--- src/rtl/mapper_pkg.sv ---
// Shared decode constants and register-field helpers for the discrete-latch mapper family.
// Decode modes above DEC_M140 fall back to GxROM behaviour.
package mapper_pkg;

    localparam logic [2:0] DEC_GXROM   = 3'd0;
    localparam logic [2:0] DEC_CDREAMS = 3'd1;
    localparam logic [2:0] DEC_M38     = 3'd2;
    localparam logic [2:0] DEC_NINA    = 3'd3;
    localparam logic [2:0] DEC_M140    = 3'd4;

    localparam logic [15:0] DEC_PRG_MASK  = 16'h8000;
    localparam logic [15:0] DEC_PRG_VAL   = 16'h8000;
    localparam logic [15:0] DEC_M38_MASK  = 16'hF000;
    localparam logic [15:0] DEC_M38_VAL   = 16'h7000;
    localparam logic [15:0] DEC_NINA_MASK = 16'hE100;
    localparam logic [15:0] DEC_NINA_VAL  = 16'h4100;
    localparam logic [15:0] DEC_M140_MASK = 16'hE000;
    localparam logic [15:0] DEC_M140_VAL  = 16'h6000;

    localparam logic [7:0] SS_IDX_BANK = 8'd0;
    localparam logic [7:0] SS_IDX_PEND = 8'd1;
    localparam logic [7:0] SS_IDX_MAP  = 8'd127;

    typedef struct packed {
        logic [3:0] prg;
        logic [3:0] chr;
    } bank_t;

    function automatic logic [2:0] dec_norm(input logic [2:0] mode);
        return (mode > DEC_M140) ? DEC_GXROM : mode;
    endfunction

    function automatic logic dec_hit(input logic [2:0] mode, input logic [15:0] addr);
        logic hit;
        hit = 1'b0;
        case (dec_norm(mode))
            DEC_M38:  hit = (addr & DEC_M38_MASK)  == DEC_M38_VAL;
            DEC_NINA: hit = (addr & DEC_NINA_MASK) == DEC_NINA_VAL;
            DEC_M140: hit = (addr & DEC_M140_MASK) == DEC_M140_VAL;
            default:  hit = (addr & DEC_PRG_MASK)  == DEC_PRG_VAL;
        endcase
        return hit;
    endfunction

    // Full 4-bit fields; callers truncate to their configured bank widths.
    function automatic bank_t dec_fields(input logic [2:0] mode, input logic [7:0] d);
        bank_t b;
        b = '0;
        case (dec_norm(mode))
            DEC_CDREAMS: begin b.prg = {2'b00, d[1:0]}; b.chr = d[7:4];             end
            DEC_M38:     begin b.prg = {2'b00, d[1:0]}; b.chr = {2'b00, d[3:2]};    end
            DEC_NINA:    begin b.prg = {3'b000, d[3]};  b.chr = {d[6], d[2:0]};     end
            default:     begin b.prg = {2'b00, d[5:4]}; b.chr = d[3:0];             end
        endcase
        return b;
    endfunction

endpackage

--- src/rtl/map_dlatch_if.sv ---
// Cartridge-side bus bundle for map_dlatch: CPU/PPU buses, ROM/CIRAM outputs, save-state port.
// The master drives the buses (board/testbench); the slave is the mapper.
interface map_dlatch_if #(
    parameter int PRG_BW = 2,
    parameter int CHR_BW = 4
);
    logic                  m2;
    logic [15:0]           cpu_addr;
    logic [7:0]            cpu_dat;
    logic                  cpu_rw;
    logic [7:0]            rom_dat;
    logic [13:0]           ppu_addr;
    logic                  ss_act;
    logic                  ss_we;
    logic [7:0]            ss_addr;
    logic [7:0]            ss_rdat;
    logic [14+PRG_BW:0]    prg_addr;
    logic [12+CHR_BW:0]    chr_addr;
    logic                  ciram_a10;
    logic                  ciram_ce;
    logic                  rom_ce;

    modport master (
        output m2, cpu_addr, cpu_dat, cpu_rw, rom_dat, ppu_addr, ss_act, ss_we, ss_addr,
        input  ss_rdat, prg_addr, chr_addr, ciram_a10, ciram_ce, rom_ce
    );

    modport slave (
        input  m2, cpu_addr, cpu_dat, cpu_rw, rom_dat, ppu_addr, ss_act, ss_we, ss_addr,
        output ss_rdat, prg_addr, chr_addr, ciram_a10, ciram_ce, rom_ce
    );
endinterface

--- src/rtl/m2_edge.sv ---
// Brings raw CPU M2 into the clk domain and flags its falling edge.
// o_m2_s lags M2 by two clocks; o_fall is a one-clock pulse in the cycle o_m2_s drops.
module m2_edge (
    input  logic i_clk,
    input  logic i_rst,
    input  logic i_m2,
    output logic o_m2_s,
    output logic o_fall
);
    logic r_m2_meta;
    logic r_m2_s;
    logic r_m2_q;

    always_ff @(posedge i_clk) begin
        if (i_rst) begin
            r_m2_meta <= 1'b0;
            r_m2_s    <= 1'b0;
            r_m2_q    <= 1'b0;
        end else begin
            r_m2_meta <= i_m2;
            r_m2_s    <= r_m2_meta;
            r_m2_q    <= r_m2_s;
        end
    end

    assign o_m2_s = r_m2_s;
    assign o_fall = r_m2_q & ~r_m2_s;
endmodule

--- src/rtl/map_dlatch.sv ---
// Discrete-latch NROM-family mapper (GxROM, Color Dreams, 38, NINA-03/06, 140) with save-state access.
// A CPU write lands in the bank register 4 clk after the raw M2 fall (+/-1 clk of synchroniser skew).
module map_dlatch
    import mapper_pkg::*;
#(
    parameter int PRG_BW   = 2,
    parameter int CHR_BW   = 4,
    parameter int BUS_CONF = 0
) (
    input  logic        i_clk,
    input  logic        i_rst,
    input  logic [2:0]  i_dec_mode,
    input  logic        i_cfg_mir_v,
    input  logic [7:0]  i_map_idx,
    map_dlatch_if.slave io_bus
);
    logic              w_m2_s;
    logic              w_fall;

    logic [3:0]        r_cap_hi;
    logic              r_cap_a8;
    logic [7:0]        r_cap_dat;
    logic [7:0]        r_cap_rom;
    logic              r_cap_rw;

    logic              r_pend;
    logic [PRG_BW-1:0] r_nxt_prg;
    logic [CHR_BW-1:0] r_nxt_chr;
    logic [PRG_BW-1:0] r_prg;
    logic [CHR_BW-1:0] r_chr;

    logic [15:0]       w_cap_addr;
    logic              w_hit;
    logic [7:0]        w_d;
    bank_t             w_fld;
    logic              w_ss_wr;
    logic [7:0]        w_ss_rdat;

    m2_edge u_m2_edge (
        .i_clk  (i_clk),
        .i_rst  (i_rst),
        .i_m2   (io_bus.m2),
        .o_m2_s (w_m2_s),
        .o_fall (w_fall)
    );

    // Only A15..A12 and A8 take part in any decode, so only those are captured.
    assign w_cap_addr = {r_cap_hi, 3'b000, r_cap_a8, 8'h00};
    assign w_hit      = dec_hit(i_dec_mode, w_cap_addr);
    assign w_d        = (BUS_CONF != 0 && r_cap_hi[3]) ? (r_cap_dat & r_cap_rom) : r_cap_dat;
    assign w_fld      = dec_fields(i_dec_mode, w_d);
    assign w_ss_wr    = io_bus.ss_act && io_bus.ss_we && (io_bus.ss_addr == SS_IDX_BANK);

    always_ff @(posedge i_clk) begin
        if (i_rst) begin
            r_cap_hi  <= '0;
            r_cap_a8  <= 1'b0;
            r_cap_dat <= '0;
            r_cap_rom <= '0;
            r_cap_rw  <= 1'b0;
            r_pend    <= 1'b0;
            r_nxt_prg <= '0;
            r_nxt_chr <= '0;
            r_prg     <= '0;
            r_chr     <= '0;
        end else begin
            if (w_m2_s) begin
                r_cap_hi  <= io_bus.cpu_addr[15:12];
                r_cap_a8  <= io_bus.cpu_addr[8];
                r_cap_dat <= io_bus.cpu_dat;
                r_cap_rom <= io_bus.rom_dat;
                r_cap_rw  <= io_bus.cpu_rw;
            end

            // Save-state access owns the register: it overrides and discards any CPU write.
            if (io_bus.ss_act) begin
                r_pend <= 1'b0;
                if (w_ss_wr) begin
                    r_prg <= io_bus.cpu_dat[4 +: PRG_BW];
                    r_chr <= io_bus.cpu_dat[0 +: CHR_BW];
                end
            end else begin
                if (r_pend) begin
                    r_prg  <= r_nxt_prg;
                    r_chr  <= r_nxt_chr;
                    r_pend <= 1'b0;
                end
                if (w_fall && !r_cap_rw && w_hit) begin
                    r_pend    <= 1'b1;
                    r_nxt_prg <= w_fld.prg[PRG_BW-1:0];
                    r_nxt_chr <= w_fld.chr[CHR_BW-1:0];
                end
            end
        end
    end

    always_comb begin
        w_ss_rdat = 8'hFF;
        case (io_bus.ss_addr)
            SS_IDX_BANK: w_ss_rdat = {4'(r_prg), 4'(r_chr)};
            SS_IDX_PEND: w_ss_rdat = {7'd0, r_pend};
            SS_IDX_MAP:  w_ss_rdat = i_map_idx;
            default:     w_ss_rdat = 8'hFF;
        endcase
    end

    assign io_bus.ss_rdat   = w_ss_rdat;
    assign io_bus.prg_addr  = {r_prg, io_bus.cpu_addr[14:0]};
    assign io_bus.chr_addr  = {r_chr, io_bus.ppu_addr[12:0]};
    assign io_bus.rom_ce    = io_bus.cpu_addr[15];
    assign io_bus.ciram_ce  = ~io_bus.ppu_addr[13];
    assign io_bus.ciram_a10 = i_cfg_mir_v ? io_bus.ppu_addr[10] : io_bus.ppu_addr[11];
endmodule

--- src/flat_wrapper.sv ---
// flat-port wrapper written by rule: the top's interface ports become plain ports
module map_dlatch_flat import mapper_pkg::*;
#(
    parameter int PRG_BW   = 2,
    parameter int CHR_BW   = 4,
    parameter int BUS_CONF = 0
)
  (i_clk, i_rst, i_dec_mode, i_cfg_mir_v, i_map_idx, io_bus_m2, io_bus_cpu_addr, io_bus_cpu_dat, io_bus_cpu_rw, io_bus_rom_dat, io_bus_ppu_addr, io_bus_ss_act, io_bus_ss_we, io_bus_ss_addr, io_bus_ss_rdat, io_bus_prg_addr, io_bus_chr_addr, io_bus_ciram_a10, io_bus_ciram_ce, io_bus_rom_ce);
  map_dlatch_if #(.PRG_BW(PRG_BW), .CHR_BW(CHR_BW)) io_bus_i ();
  input  logic i_clk;
  input  logic i_rst;
  input  logic [2:0] i_dec_mode;
  input  logic i_cfg_mir_v;
  input  logic [7:0] i_map_idx;
  input wire logic [$bits(io_bus_i.m2)-1:0] io_bus_m2;
  input wire logic [$bits(io_bus_i.cpu_addr)-1:0] io_bus_cpu_addr;
  input wire logic [$bits(io_bus_i.cpu_dat)-1:0] io_bus_cpu_dat;
  input wire logic [$bits(io_bus_i.cpu_rw)-1:0] io_bus_cpu_rw;
  input wire logic [$bits(io_bus_i.rom_dat)-1:0] io_bus_rom_dat;
  input wire logic [$bits(io_bus_i.ppu_addr)-1:0] io_bus_ppu_addr;
  input wire logic [$bits(io_bus_i.ss_act)-1:0] io_bus_ss_act;
  input wire logic [$bits(io_bus_i.ss_we)-1:0] io_bus_ss_we;
  input wire logic [$bits(io_bus_i.ss_addr)-1:0] io_bus_ss_addr;
  output wire logic [$bits(io_bus_i.ss_rdat)-1:0] io_bus_ss_rdat;
  output wire logic [$bits(io_bus_i.prg_addr)-1:0] io_bus_prg_addr;
  output wire logic [$bits(io_bus_i.chr_addr)-1:0] io_bus_chr_addr;
  output wire logic [$bits(io_bus_i.ciram_a10)-1:0] io_bus_ciram_a10;
  output wire logic [$bits(io_bus_i.ciram_ce)-1:0] io_bus_ciram_ce;
  output wire logic [$bits(io_bus_i.rom_ce)-1:0] io_bus_rom_ce;
  assign io_bus_i.m2 = io_bus_m2;
  assign io_bus_i.cpu_addr = io_bus_cpu_addr;
  assign io_bus_i.cpu_dat = io_bus_cpu_dat;
  assign io_bus_i.cpu_rw = io_bus_cpu_rw;
  assign io_bus_i.rom_dat = io_bus_rom_dat;
  assign io_bus_i.ppu_addr = io_bus_ppu_addr;
  assign io_bus_i.ss_act = io_bus_ss_act;
  assign io_bus_i.ss_we = io_bus_ss_we;
  assign io_bus_i.ss_addr = io_bus_ss_addr;
  assign io_bus_ss_rdat = io_bus_i.ss_rdat;
  assign io_bus_prg_addr = io_bus_i.prg_addr;
  assign io_bus_chr_addr = io_bus_i.chr_addr;
  assign io_bus_ciram_a10 = io_bus_i.ciram_a10;
  assign io_bus_ciram_ce = io_bus_i.ciram_ce;
  assign io_bus_rom_ce = io_bus_i.rom_ce;
  map_dlatch #(.PRG_BW(PRG_BW), .CHR_BW(CHR_BW), .BUS_CONF(BUS_CONF)) u_core (.i_clk(i_clk), .i_rst(i_rst), .i_dec_mode(i_dec_mode), .i_cfg_mir_v(i_cfg_mir_v), .i_map_idx(i_map_idx), .io_bus(io_bus_i));
endmodule
--- config.mk ---
export PLATFORM = sky130hd
export DESIGN_NAME = map_dlatch_flat
export DESIGN_NICKNAME = d
export VERILOG_FILES = /design/src/rtl/mapper_pkg.sv /design/src/rtl/map_dlatch_if.sv /design/src/rtl/m2_edge.sv /design/src/rtl/map_dlatch.sv /design/src/flat_wrapper.sv
export SDC_FILE = /design/constraint.sdc
export NUM_CORES = 1
export LEC_CHECK = 0
export BUFFER_PORTS_ARGS = -buffer_cell sky130_fd_sc_hd__buf_2
export CORE_AREA = 5 5 71 73
export CTS_BUF_LIST = sky130_fd_sc_hd__clkbuf_8
export CTS_CLUSTER_SIZE = 14
export DETAILED_ROUTE_END_ITERATION = 12
export DIE_AREA = 0 0 76 78
export PLACE_DENSITY = 0.91
export SLEW_MARGIN = 30
export SYNTH_ARGS = -nofsm -noshare
export SYNTH_HDL_FRONTEND = slang
export SYNTH_SLANG_ARGS = --single-unit
--- constraint.sdc ---
create_clock -name i_clk -period 1.9 [get_ports i_clk]
set_clock_uncertainty 0.05 [all_clocks]
set_input_delay 0.38 -clock i_clk [delete_from_list [all_inputs] [get_ports i_clk]]
set_output_delay 0.38 -clock i_clk [all_outputs]
set_load 0.005 [all_outputs]
==> results of run 1 <==
cells in the mapped netlist (2+ instances only):
master | n | share of area (%)
a221o_1 | 5 | 2.8
buf_6 | 2 | 1.2
nor3_1 | 13 | 3.6
mux2i_1 | 17 | 9.4
dfxtp_1 | 30 | 33
a32oi_1 | 2 | 0.97
o21ai_0 | 3 | 0.83
mux2_2 | 2 | 1.2
nand2_1 | 4 | 0.83
nand4_1 | 3 | 1.0
mux2_4 | 4 | 3.3
inv_1 | 3 | 0.62
a211o_1 | 3 | 1.5
nand3_1 | 2 | 0.55
clkbuf_1 | 8 | 1.7
a21o_1 | 2 | 0.83
nor2b_1 | 15 | 5.2
nand2b_1 | 3 | 1.0
nor2_1 | 20 | 4.1
a221oi_1 | 6 | 2.9
a21oi_1 | 3 | 0.83
o22ai_1 | 4 | 1.4
buf_4 | 29 | 12
state kept, by name (all words and copies together), names as in the netlist:
name and count:
u_core.r_cap_rw 1, u_core.u_m2_edge.r_m2_meta 1, u_core.r_nxt_chr 4, u_core.u_m2_edge.o_m2_s 1, u_core.r_prg 2, u_core.r_cap_hi 4
u_core.r_pend 1, u_core.r_cap_a8 1, u_core.r_chr 4, u_core.r_nxt_prg 2, u_core.u_m2_edge.r_m2_q 1, u_core.r_cap_dat 8
cell type report:
type                       instances  area, µm²
fill                             397       2141
tap                               52      65.06
inverter                           3      11.26
multi-input combinational        128      939.7
clock buffer                       6      82.58
clock inverter                     2      8.758
sequential                        30      600.6
timing repair buffer              79      445.4
worst max path at each step:
| stage | to | slack [ns] | cells after the start |
|---|---|---|---|
| 3_5_place_dp | io_bus_ss_rdat[0] | -0.06 | 6 |
| 6_report | io_bus_ss_rdat[0] | 0.02 | 6 |
| 3_3_place_gp | io_bus_ss_rdat[0] | -0.04 | 6 |
| 4_1_cts | io_bus_ss_rdat[1] | 0.01 | 8 |
| 5_1_grt | io_bus_ss_rdat[1] | -0.05 | 8 |
| 2_1_floorplan | io_bus_ss_rdat[0] | 0.07 | 4 |
cell usage in the layout, fill, tap and decap left out, types with 2 or more instances in the layout:
master    Yosys  final
inv_1         3      4
nand3_1       2      2
nand2b_1      3      3
clkbuf_8      0      6
nand4_1       3      3
buf_4        29     15
a32oi_1       2      2
buf_6         2      2
a211o_1       3      3
nor2b_1      15     15
a221o_1       5      5
buf_2         1     62
a221oi_1      6      6
a21oi_1       3      2
nor2_1       20     20
o21ai_0       3      3
nand2_1       4      3
dfxtp_1      30     30
a21o_1        2      2
nor3_1       13     12
o22ai_1       4      4
mux2_4        4      4
mux2_2        2      2
mux2i_1      17     17
cells by family after synthesis:
kind of cell | Yosys count | synth area share (%)
muxes | 23 | 13.97
xor gates and xnor gates | 1 | 0.4842
and+or+nand+nor | 71 | 22.41
AOI/OAI and AO/OA | 33 | 14.11
DFF | 30 | 33.20
buffers and inverters | 43 | 15.84
metal layers:
metal / vias up / global-route usage, % / routed length (µm)
met5: - / 0 / 0
met4: 0 / 6.762 / 107
met3: 17 / 6.944 / 427
met2: 66 / 22.17 / 1891
met1: 680 / 15.27 / 1670
li1: 784 / - / -
power by group:
group	switching, mW	internal (mW)
Clock	0.232	0.286
Sequential	0.00952	0.642
Combinational	0.0847	0.0898
Total	0.327	1.02
timing repair:
| action | 4_1_cts | 5_1_grt |
|---|---|---|
| resized for setup | 1 | 5 |
| setup buffers | 0 | 1 |
| pin swaps | 0 | 3 |
| setup endpoints to repair | 6 | 6 |
through the flow:
step,cells,total power [mW]
2_1_floorplan,201,0.7922
3_3_place_gp,291,0.8293
3_5_place_dp,291,0.8341
4_1_cts,299,1.355
5_1_grt,300,1.404
6_report,300,1.345
critical path, stage by stage:
cell and delay, ns:
buf_2 0.11, nand2_1 0.10, nor4b_4 0.31, a21oi_2 0.12, a211o_1 0.30, buf_2 0.13
==> results by group, run 1 <==
Layout
  – Area grow syn2layout: 19.02%
  – Diode count: 0
  – Layout cell share with drive strength beyond 1: 40.73%
  – Layout Nets: 319
  – Fin area: 2153 µm²
  – Final Core Density: 50.15%

Worst setup path
  – RR Endpoint: u_core.r_nxt_prg[0]
  – Data arrival time of the worst path: 1.45 ns
  – R2r worst-path depth: 5
  – Startpoint Class: primary input
  – CP startpoint: io_bus_ss_addr[6]
  – Worst-path fanout max: 8
  – Reg2Reg Launch Point: u_core.u_m2_edge.o_m2_s
  – Flop2flop setup slack: 0.24 ns
  – Critical path required time: 1.47 ns
  – Kind of critical path: primary input to primary output
  – CP Capture Type: primary output

Floorplan
  – Die Wd: 76 µm
  – FP Rows: 24
  – Die Y: 78 µm
  – Die Footprint: 5928 µm²
  – Core area: 4294 µm²
  – Starting Density: 42.13%
  – I/O Pins: 117

Hold path
  – Cell depth of the worst hold path: 2
  – Worst min path class: primary input to register
  – Hold endpoint: u_core.u_m2_edge.r_m2_meta
  – Worst Hold Launch: io_bus_m2

Placement
  – Pre-CTS setup slack: -0.05530 ns
  – Placed cell area: 2024 µm²
  – PortBufs: 64
  – Post-DP HPWL: 3.194 mm
  – Routability cong.: 0.8652

Clock network
  – Worst-Skew Late Latency: 0.28 ns
  – CTS tree: built
  – Clk root buf: clkbuf_8
  – # hold bufs at CTS: 0
  – Clock buffer depth: 2
  – TritonCTS Buffers: 5
  – H-tree levels: 2
  – Clk pin slew, worst setup/hold paths: 0.06 ns
  – Clk sinks: 30

Routing
  – DRT antenna net count: 0
  – First-pass DRT Iterations: 4
  – Routed Wire Length: 4.097 mm
  – Via density: 5.157
  – Routed len/inst: 13.66 µm
  – Vias after detailed routing: 1547
  – Iteration-0 DRC Markers: 66
  – Residual DRC count: 0

STA
  – Fin crit period: 1.880 ns
  – Fin worst setup slack: 0.02015 ns
  – Total negative setup slack: 0 ns
  – Final setup violation count: 0
  – Max frequency: 0.5320 GHz
  – Slew HR: 69.94%
  – Worst-Margin Slew: 0.4509 ns
  – Tcrit/Tclk final: 98.94%
  – Unrepaired setup endpoints after global routing: true
  – Max Slew Vio Count: 0
  – Final hold slack: 0.2601 ns
  – Final Hold Vio Count: 0

Yosys
  – Top FF cell, synth: dfxtp_1
  – Syn_area_per_cell: 9.001 µm²
  – Seq cells post-synth: 30
  – Ys async rst share: 0%
  – Synth unique cells: 41
  – Syn nets: 273
  – Number of synthesized flops with an enable pin: 0
  – Post-synthesis cell count: 201
  – Sequential area share after synthesis: 33.20%
  – Ys Warns: 0
  – Mapped Area: 1809 µm²

Run
  – Max-cap viol count: 0

Pwr
  – Peak supply drop: 0.0003119 V
  – PwrDens: 624.6 nW/µm²
  – Leak: 0.9320 nW

Global routing
  – Global route overflow: 0
  – First-pass GRT wire length: 6.858 mm
  – Largest net degree at the start of global routing: 28
  – Total track usage: 13.88%
  – Initial antenna violation count: 0
  – Vias in the first global route: 1529

Outcome
  – Outcome: completed
Note: power is estimated with default switching activity, not from simulation.
==> run 2: changes to the inputs <==
CORE_AREA = 10 10 76 78   (was 5 5 71 73)
DIE_AREA = 0 0 86 88   (was 0 0 76 78)
==> results by group, run 2 (synthesis results as in run 1) <==
Clock network
  – Clk root buf: clkbuf_8 (unchanged)
  – H-tree levels: 2 (unchanged)
  – Clk pin slew, worst setup/hold paths: 0.06 ns (about the same)
  – Worst-Skew Late Latency: 0.29 ns (was 0.28 ns)
  – # hold bufs at CTS: 0 (unchanged)
  – Clk sinks: 30 (unchanged)
  – TritonCTS Buffers: 5 (unchanged)
  – Clock buffer depth: 2 (unchanged)
  – CTS tree: built (unchanged)

Worst setup path
  – CP Capture Type: primary output (unchanged)
  – Reg2Reg Launch Point: u_core.r_cap_hi[3] (was u_core.u_m2_edge.o_m2_s)
  – Data arrival time of the worst path: 1.52 ns (was 1.45 ns)
  – Worst-path fanout max: 5 (was 8)
  – Critical path required time: 1.47 ns (about the same)
  – RR Endpoint: u_core.r_nxt_chr[3] (was u_core.r_nxt_prg[0])
  – Flop2flop setup slack: 0.12 ns (was 0.24 ns)
  – CP startpoint: io_bus_ss_addr[5] (was io_bus_ss_addr[6])
  – CP endpoint: io_bus_ss_rdat[4] (was io_bus_ss_rdat[0])
  – Kind of critical path: primary input to primary output (unchanged)
  – R2r worst-path depth: 5 (unchanged)
  – Startpoint Class: primary input (unchanged)

STA
  – Fin crit period: 1.955 ns (was 1.880 ns)
  – Tcrit/Tclk final: 102.9% (was 98.94%)
  – Unrepaired setup endpoints after global routing: true (unchanged)
  – Max Slew Vio Count: 0 (unchanged)
  – Worst-Margin Slew: 0.6063 ns (was 0.4509 ns)
  – Max frequency: 0.5116 GHz (was 0.5320 GHz)
  – Slew HR: 59.58% (was 69.94%)
  – Final setup violation count: 5 (was 0)
  – Fin worst setup slack: -0.05452 ns (was 0.02015 ns)
  – Final Hold Vio Count: 0 (unchanged)

Layout
  – Largest Register: u_core.r_cap_dat (unchanged)
  – Layout Nets: 317 (was 319)
  – Area grow syn2layout: 20.33% (was 19.02%)
  – Fin area: 2177 µm² (was 2153 µm²)
  – Non-filler cells in the finished layout: 298 (was 300)
  – # fillers: 394 (was 397)
  – Max reg flops: 8 (unchanged)
  – Diode count: 0 (unchanged)
  – Leading cell type in the layout, fill and taps excluded: buf_2 (unchanged)
  – Layout cell share with drive strength beyond 1: 40.65% (was 40.73%)
  – Commonest non-fill, non-tap cells in the layout: buf_2 (60), dfxtp_1 (30), nor2_1 (19), mux2i_1 (17), nor2b_1 (15) (was buf_2 (62), dfxtp_1 (30), nor2_1 (20), mux2i_1 (17))

Global routing
  – Global route overflow: 0 (unchanged)
  – Vias in the first global route: 1602 (was 1529)
  – First-pass GRT wire length: 7.693 mm (was 6.858 mm)
  – Initial antenna violation count: 0 (unchanged)
  – Largest net degree at the start of global routing: 37 (was 28)
  – Total track usage: 12.50% (was 13.88%)

Run
  – Max-cap viol count: 0 (unchanged)

Outcome
  – Outcome: complete, but fails checks (was completed)
  – Failing checks: negative setup slack

Pwr
  – PwrDens: 620.7 nW/µm² (was 624.6 nW/µm²)
  – Peak supply drop: 0.0002081 V (was 0.0003119 V)
  – Leak: 0.9340 nW (was 0.9320 nW)

Routing
  – Routed Wire Length: 5.017 mm (was 4.097 mm)
  – DRT antenna net count: 0 (unchanged)
  – First-pass DRT Iterations: 5 (was 4)
  – Vias after detailed routing: 1620 (was 1547)
  – Iteration-0 DRC Markers: 100 (was 66)
  – Via density: 5.436 (was 5.157)
  – Residual DRC count: 0 (unchanged)
  – Routed len/inst: 16.84 µm (was 13.66 µm)

Floorplan
  – Die Footprint: 7568 µm² (was 5928 µm²)
  – Core area: 4294 µm² (unchanged)
  – I/O Pins: 117 (unchanged)
  – FP Rows: 24 (unchanged)
  – Die Y: 88 µm (was 78 µm)
  – Die Wd: 86 µm (was 76 µm)
  – Starting Density: 42.13% (unchanged)

Placement
  – Routability cong.: 0.8640 (was 0.8652)
  – Inst Count DP: 289 (was 291)
  – Post-DP HPWL: 3.734 mm (was 3.194 mm)
  – Placed cell area: 2009 µm² (was 2024 µm²)
  – PortBufs: 64 (unchanged)

Hold path
  – Worst min path class: primary input to register (unchanged)
  – Worst Hold Launch: io_bus_cpu_dat[7] (was io_bus_m2)
## run 2: how the worst min path moves through the flow
stage | endpoint | slack [ns] | cells past startpoint
2_1_floorplan | u_core.u_m2_edge.o_m2_s | 0.36 | 1
3_3_place_gp | u_core.u_m2_edge.o_m2_s | 0.37 | 1
3_5_place_dp | u_core.u_m2_edge.o_m2_s | 0.39 | 1
4_1_cts | u_core.r_cap_dat[7] | 0.27 | 3
5_1_grt | u_core.r_cap_rw | 0.30 | 3
6_report | u_core.r_cap_dat[7] | 0.28 | 3
## run 2: stage by stage
step | TNS [ns] | setup WS, ns | util (%) | power [mW] | hold WS (ns)
finish | -0.1788 | -0.05452 | 50.70 | 1.351 | 0.2771
global route | -0.4869 | -0.1096 | 50.70 | 1.410 | 0.2964
CTS | 0 | 0.005968 | 49.01 | 1.352 | 0.2739
detailed placement | -0.2603 | -0.03147 | 46.79 | 0.8330 | 0.3860
global placement | -0.2176 | -0.04378 | 46.79 | 0.8269 | 0.3697
floorplan | 0 | 0.06727 | - | 0.7922 | 0.3638
## run 2: power breakdown
| part | switching, mW | leakage, nW | internal, mW |
|---|---|---|---|
| sequential | 0.00991 | 0.243 | 0.643 |
| combinational | 0.0900 | 0.638 | 0.0926 |
| clock | 0.231 | 0.0524 | 0.286 |
## run 2: metal layers
layer  vias to the layer above  global-route usage (%)  share of wire, %
met5                         -                       0                 0
met4                         0                   8.533               4.5
met3                        29                   6.778                13
met2                        89                   20.55                47
met1                       723                   11.87                36
li1                        779                       -                 -
## run 2: layout make-up
type | instances | area (µm²) | share of cell area [%]
Clock buffer | 6 | 82.58 | 3.793
Clock inverter | 2 | 8.758 | 0.4023
Inverter | 3 | 11.26 | 0.5172
Multi-Input combinational cell | 128 | 958.4 | 44.02
Sequential cell | 30 | 600.6 | 27.59
Tap cell | 52 | 65.06 | 2.989
Timing Repair Buffer | 77 | 450.4 | 20.69
## run 2: timing repair
action / in CTS / in global routing
pin swaps: 0 / 6
setup endpoints to repair: 6 / 8
setup buffers: 0 / 1
gates resized for setup: 1 / 12
hold endpoints to repair: 0 / 0
## run 2: critical path, stage by stage
cell and delay (ns):
buf_2 0.12, nor3_2 0.40, nand2_2 0.12, nor2_2 0.13, buf_6 0.12, a221o_1 0.14, buf_2 0.11
